`src/rtl/rtc_event_unit.sv`:
```
// RTC event/interrupt stage: sticky per-source status with enables driving one
// level interrupt, plus a show-ahead FIFO of timestamped event records.
module rtc_event_unit #(
   parameter int FIFO_DEPTH = 4
) (
   input  logic                          clk_i,
   input  logic                          rstn_i,
   input  logic                          timer_flag_i,
   input  logic                          alarm_flag_i,
   input  logic [21:0]                   clock_i,
   input  logic [31:0]                   date_i,
   input  logic [1:0]                    irq_enable_i,
   input  logic [1:0]                    status_clr_i,
   output logic [1:0]                    status_o,
   output logic                          irq_o,
   output logic                          evt_valid_o,
   input  logic                          evt_pop_i,
   output logic [1:0]                    evt_id_o,
   output logic [21:0]                   evt_clock_o,
   output logic [31:0]                   evt_date_o,
   output logic [$clog2(FIFO_DEPTH):0]   evt_count_o,
   output logic                          evt_overflow_o,
   input  logic                          overflow_clr_i
);

   localparam int PW = $clog2(FIFO_DEPTH);
   localparam int CW = PW + 1;

   logic          tf_q, af_q;
   logic [1:0]    status;
   logic          overflow;
   logic [PW-1:0] wr_ptr, rd_ptr;
   logic [CW-1:0] count;
   // record layout: {id[1:0], clock[21:0], date[31:0]}
   logic [55:0]   mem [FIFO_DEPTH];

   logic rise_t, rise_a, push, pop, full, wr_en, ovf_set;

   assign rise_t  = timer_flag_i & ~tf_q;
   assign rise_a  = alarm_flag_i & ~af_q;
   assign push    = rise_t | rise_a;
   assign pop     = evt_pop_i & (count != '0);
   assign full    = (count == CW'(FIFO_DEPTH));
   // a pop on the same edge frees the slot, so a full FIFO still accepts
   assign wr_en   = push & (~full | pop);
   assign ovf_set = push & full & ~pop;

   always_ff @(posedge clk_i) begin
      if (!rstn_i) begin
         tf_q     <= 1'b0;
         af_q     <= 1'b0;
         status   <= '0;
         overflow <= 1'b0;
         wr_ptr   <= '0;
         rd_ptr   <= '0;
         count    <= '0;
      end else begin
         tf_q     <= timer_flag_i;
         af_q     <= alarm_flag_i;
         status   <= (status & ~status_clr_i) | {rise_a, rise_t};
         overflow <= ovf_set | (overflow & ~overflow_clr_i);
         if (wr_en) wr_ptr <= wr_ptr + 1'b1;
         if (pop)   rd_ptr <= rd_ptr + 1'b1;
         case ({wr_en, pop})
            2'b10:   count <= count + 1'b1;
            2'b01:   count <= count - 1'b1;
            default: count <= count;
         endcase
      end
   end

   // storage needs no reset; empty outputs are masked below
   always_ff @(posedge clk_i) begin
      if (rstn_i && wr_en) mem[wr_ptr] <= {rise_a, rise_t, clock_i, date_i};
   end

   assign status_o       = status;
   assign irq_o          = |(status & irq_enable_i);
   assign evt_valid_o    = (count != '0);
   assign evt_count_o    = count;
   assign evt_overflow_o = overflow;
   assign evt_id_o       = evt_valid_o ? mem[rd_ptr][55:54] : 2'b00;
   assign evt_clock_o    = evt_valid_o ? mem[rd_ptr][53:32] : 22'h0;
   assign evt_date_o     = evt_valid_o ? mem[rd_ptr][31:0]  : 32'h0;

endmodule

```
`config.mk`:
```
export PLATFORM = sky130hd
export DESIGN_NAME = rtc_event_unit
export DESIGN_NICKNAME = d
export VERILOG_FILES = /design/src/rtl/rtc_event_unit.sv
export SDC_FILE = /design/constraint.sdc
export NUM_CORES = 1
export LEC_CHECK = 0
export BUFFER_PORTS_ARGS = -buffer_cell sky130_fd_sc_hd__buf_2
export CAP_MARGIN = 0
export CORE_UTILIZATION = 47
export CTS_CLUSTER_SIZE = 14
export DETAILED_ROUTE_END_ITERATION = 16
export GPL_TIMING_DRIVEN = 0
export PLACE_DENSITY = 0.75
export SLEW_MARGIN = 20
export SYNTH_ARGS = -nofsm -noshare
export SYNTH_HDL_FRONTEND = slang
export SYNTH_SLANG_ARGS = --single-unit
```
`constraint.sdc`:
```
create_clock -name clk_i -period 3.9 [get_ports clk_i]
set_input_delay 1.17 -clock clk_i [delete_from_list [all_inputs] [get_ports clk_i]]
set_output_delay 1.17 -clock clk_i [all_outputs]
set_load 0.02 [all_outputs]
```
**Word-level counts from Yosys, hierarchy flattened**

Memories as Yosys holds them, arrays and structs flattened. A register that Yosys moved wholly into a read port is not among the register bits.
Cells that the tools add are included.

- RAM bits: 224
- Output and inout port bits: 64
- Flip-flop bits (word level): 12
- Bits of input ports: 64
- Memories: 1

- Muxes and demuxes: 8
- Add/subtract/negate cells: 4
- Bitwise gates (word level): 19
- Equal/unequal tests: 3
- Reductions and logical operators: 4

Memories:

| memory | words | width | read ports | clocked after Yosys merged registers in | wr ports | line | source |
|---|---|---|---|---|---|---|---|
| mem | 4 | 56 | 1 | 1 | 1 | 35 | `logic [55:0] mem [FIFO_DEPTH];` |

Operator list:

| cell | count |
|---|---|
| 32-bit two-way mux | 1 |
| 22-bit two-way mux | 1 |
| 1-bit bitwise AND | 7 |
| 2-bit two-way mux | 3 |
| 3-bit one-hot mux with 2 select lines | 1 |
| 1-bit inverter | 5 |
| 2-bit by 1-bit adder with 2-bit output (second input constant) | 2 |
| 2-bit bitwise AND | 2 |
| 3-bit by 1-bit adder with 3-bit output (second input constant) | 1 |
| 3-bit == test (second input constant) | 1 |
| 1-bit OR | 3 |
| 3-bit nonzero test | 1 |
| 3-bit by 1-bit subtractor with 3-bit output (second input constant) | 1 |
| 2-bit by 1-bit == test with 1-bit output (second input constant) | 1 |
| 2-bit == test (second input constant) | 1 |
| 1-bit two-way mux | 2 |
| 2-bit inverter | 1 |
| 2-bit OR | 1 |
| 2-bit nonzero test | 1 |
| 2-bit OR reduction | 1 |
| 1-bit logical AND | 1 |

**Longest topological paths before layout**

- Depth in word-level cells: 7
- Depth in mapped cells: 8

**Worst setup path before layout**

OpenSTA, ideal clock, no wires.

- Path kind: input to register
- Start: input rstn_i
- End: memory mem[3][0] (enable)
- Stages on the path: 3
- Required time: 3,480 ps
- Setup slack: 453 ps
- Path buffers: 2
- Data arrival time: 3,027 ps
- Path through: clkbuf_1 -> clkbuf_1 -> and3_1

- Word-level cells in the longest chain between the ends: 3

RTL lines:

| item | line | source |
|---|---|---|
| start, declared | 7 | `input logic rstn_i,` |
| 1-bit logical AND | 74 | `if (rstn_i && wr_en) mem[wr_ptr] <= {rise_a, rise_t, clock_i, date_i};` |
| 1-bit two-way mux | 74 |  |
| 1-bit two-way mux (implied by the code) | 74 |  |
| end, declared | 35 |  |

Every way passes these cells.

**Worst setup path after layout**

- Start: register count[1], in the netlist evt_count_o[1]
- End: output evt_date_o[0]

- Word-level cells in the longest chain between the ends: 2

RTL lines:

| item | line | source |
|---|---|---|
| start, declared | 33 | `logic [CW-1:0] count;` |
| start signal, assigned | 65 | `2'b10: count <= count + 1'b1;` |
| start signal, assigned | 66 | `2'b01: count <= count - 1'b1;` |
| start signal, assigned | 67 | `default: count <= count;` |
| 3-bit nonzero test | 79 | `assign evt_valid_o = (count != '0);` |
| 32-bit two-way mux | 84 | `assign evt_date_o = evt_valid_o ? mem[rd_ptr][31:0] : 32'h0;` |
| end, declared | 20 | `output logic [31:0] evt_date_o,` |

Every way passes these cells.

==> flow_summary_export.csv <==
group,metric,value,unit
setup_path,crit_chain,"or3_1 > buf_2 > buf_2 > clkbuf_2 > and2_1 > buf_2",
cells_and_area,fill_cells,1418,
route,drtIter0Drc,262,
setup_path,required,2.73,ns
setup_path,worst-path-buf-inv,4,
die,die_h,142,um
timing,hold_viol,0,
power_and_ir_drop,vdd_drop_max,0.517,mV
power_and_ir_drop,p_comb_share,31.1,%
timing,worstMarginPinSlew,0.661,ns
setup_path,reg2reg_depth,8,
route,post_drt_wl_per_cell,19.4,um
cells_and_area,syn_to_final_growth,20.2,%
global_route,grt_pass1_wl,26.2,mm
setup_path,worstSetupPathType,"flop to primary output",
global_route,grt_pass1_vias,4820,
power_and_ir_drop,p_sw,2.34,mW
cells_and_area,instances_no_fill,864,
power_and_ir_drop,total_power,7.62,mW
synth,synth-edff-count,224,
route,drcViolationCount,0,
timing,slew_headroom,56.0,%
worst_hold_path,hold-path-cell-count,2,
power_and_ir_drop,p_leak,3.84,nW
route,met3_length,938,um
clocking,cts_hold_buf,0,
setup_path,max_stage_delay,0.42,ns
route,ant_nets,0,
placed_design,io_buffers,126,
synth,ys_ff_latch,238,
setup_path,path_depth,6,
timing,tns,0,ns
timing,grt_setup_unrepaired,"false",
status,status,"completed",
power_and_ir_drop,clockPowerShare,28.9,%
placed_design,hpwl,10.4,mm
timing,fmax,293,MHz
setup_path,worstPathArrival,2.24,ns
timing,setup_viol,0,
die,die_x,142,um
setup_path,end_kind,"primary output",
timing,period_share,87.4,%
clocking,cts_inserted_buffers,25,
synth,syn_area,0.00916,sq mm
route,wirelength,16.8,mm
placed_design,routabilityCongestion,0.734,
cells_and_area,drive_above_1_share,40.0,%
timing,min_period,3.41,ns
route,maxUsedRoutingLayer,"met4",
clocking,cts-root-buf,"clkbuf_16",
timing,whs,0.484,ns
synth,synth_cell_types,33,
flow_run,maxCapViolations,0,
clocking,clkLatencyLatePin,0.51,ns
route,met2_length,8.35,mm
power_and_ir_drop,p_per_area,692,mW/mm^2
placed_design,place_inst,819,
clocking,cts_buffer_depth,3,
timing,drv_slew,0,
worst_hold_path,hold_class,"flop to flop",
global_route,grt_max_degree,38,
setup_path,cp_max_fo,10,
route,firstDrtPassIters,4,
synth,ys_warn_count,0,
die,start_util,48.5,%
route,vias_per_cell,5.22,
cells_and_area,post-route-util,58.3,%
route,vias,4509,
clocking,cts_tree,"built",
synth,synthCells,429,
global_route,grt.total_usage,17.2,%
die,io_pins,128,
power_and_ir_drop,p_sw_share,30.6,%
synth,synth_async_sr_flop_share,0,%
cells_and_area,final_nets,655,
setup_path,cp_top_family,"buffers and inverters",
power_and_ir_drop,seqPwrFrac,40.0,%
synth,dominantRegCellSynth,"edfxtp_1",
power_and_ir_drop,internal_power,5.29,mW
die,rows,50,
timing,finClkSkew,0.0157,ns
clocking,h-tree-depth,1,
global_route,antenna_found_initial,1,
setup_path,startpoint_type,"flop",
global_route,grt_overflow,0,
synth,ys_seq_area_share,76.5,%
setup_path,cpMostUsedCell,"buf_2",
die,fp.coreArea,0.0189,sq mm
clocking,cts-resized-gates,0,
synth,syn-num-nets,498,
die,die_area,0.0201,sq mm
setup_path,cpMaxStageDelayCell,"or3_1",
route,met1_length,7.11,mm
clocking,postCtsSetupBuffers,0,
synth,avgSynthCellArea,21.4,sq um
clocking,clkTransAtPathRegs,0.06,ns
clocking,clock_sinks,238,
through the flow:
stage / worst slack [ns] / area, sq um
6_report: 0.492 / 11000
5_1_grt: 0.384 / 11000
4_1_cts: 0.424 / 11000
3_5_place_dp: 0.875 / 10200
3_3_place_gp: -0.778 / 10100
2_1_floorplan: 0.453 / 9160
synth_stat cells, types with 2 or more instances:
library cell | count | share of area (%)
nand2_1 | 4 | 0.16
ha_1 | 4 | 0.55
and3_1 | 5 | 0.34
inv_1 | 6 | 0.25
clkbuf_1 | 5 | 0.20
buf_2 | 8 | 0.44
xnor2_1 | 3 | 0.29
o21ai_0 | 2 | 0.11
edfxtp_1 | 224 | 73
clkbuf_2 | 3 | 0.16
nand2b_1 | 6 | 0.41
dfxtp_1 | 14 | 3.1
or3_1 | 2 | 0.14
a21boi_0 | 3 | 0.25
buf_6 | 4 | 0.49
mux2i_1 | 3 | 0.33
and2_1 | 62 | 4.2
mux4_2 | 56 | 14
final timing paths:
check                 start        endpoint  slack, ns
max          evt_count_o[1]   evt_date_o[0]       0.49
min reg2reg  evt_overflow_o  evt_overflow_o       0.48
max reg2reg  evt_count_o[0]  evt_count_o[2]       1.66
min          evt_overflow_o  evt_overflow_o       0.48
logic make-up after synthesis:
family | count (synthesis) | synth area share, %
mux | 59 | 14.1
compound gates | 12 | 0.997
buf+inv | 27 | 1.63
simple gates | 85 | 5.75
flops | 238 | 76.5
fa+ha+maj | 5 | 0.765
xor+xnor | 3 | 0.287
tightest hold or removal path, stage by stage, from the launching register on:
cell and delay (ns):
dfxtp_1 0.31, nand2b_1 0.06, a21boi_0 0.07
metal layers:
layer  vias to the layer above  global-route usage [%]
li1                       2039                       -
met1                      2297                    22.2
met2                       144                    29.2
met3                        29                    3.91
met4                         0                    5.60
met5                         -                       0
power groups by stage:
stage	logic (mW)	registers [mW]	clock network, mW
2_1_floorplan	1.63	3.11	0
3_3_place_gp	2.36	3.10	0
3_5_place_dp	2.42	3.10	0
4_1_cts	2.43	3.05	2.25
5_1_grt	2.56	3.06	2.35
6_report	2.37	3.05	2.20
layout by cell type (no fill, tap or decap), drive strengths merged:
cell type / synthesis / final
nand4: 2 / 2
a2111oi: 1 / 1
edfxtp: 224 / 224
inv: 6 / 6
dfxtp: 14 / 14
nor2: 1 / 1
nand2: 4 / 4
or3: 2 / 2
a22o: 1 / 1
mux2i: 3 / 3
o21ai: 2 / 2
clkbuf: 8 / 36
fa: 1 / 1
o31a: 1 / 1
a21boi: 4 / 4
clkinvlp: 0 / 3
nor2b: 1 / 1
nand3: 1 / 1
and2: 62 / 62
buf: 13 / 143
diode: 0 / 2
xnor2: 3 / 3
nand2b: 6 / 6
nor4b: 1 / 1
o211ai: 1 / 1
clkinv: 0 / 10
mux4: 56 / 56
a21oi: 2 / 2
ha: 4 / 4
and3: 5 / 5
bufinv: 0 / 2
registers in the layout, summed over array words and instances, names as in the netlist, named ones only:
signal and cells:
wr_ptr 2, mem 224, rd_ptr 2, evt_count_o 3, tf_q 1, evt_overflow_o 1, status_o 2, af_q 1
cell type report:
type	count	area (sq um)	share of cell area (%)
Timing Repair Buffer	130	741	6.73
Tap cell	260	325	2.95
Inverter	6	22.5	0.205
Clock buffer	28	637	5.78
Multi-Input combinational cell	164	2030	18.4
Buffer	21	126	1.15
Clock inverter	15	123	1.11
Sequential cell	238	7010	63.6
Antenna cell	2	5.00	0.0454
(Power assumes the default switching activity.)
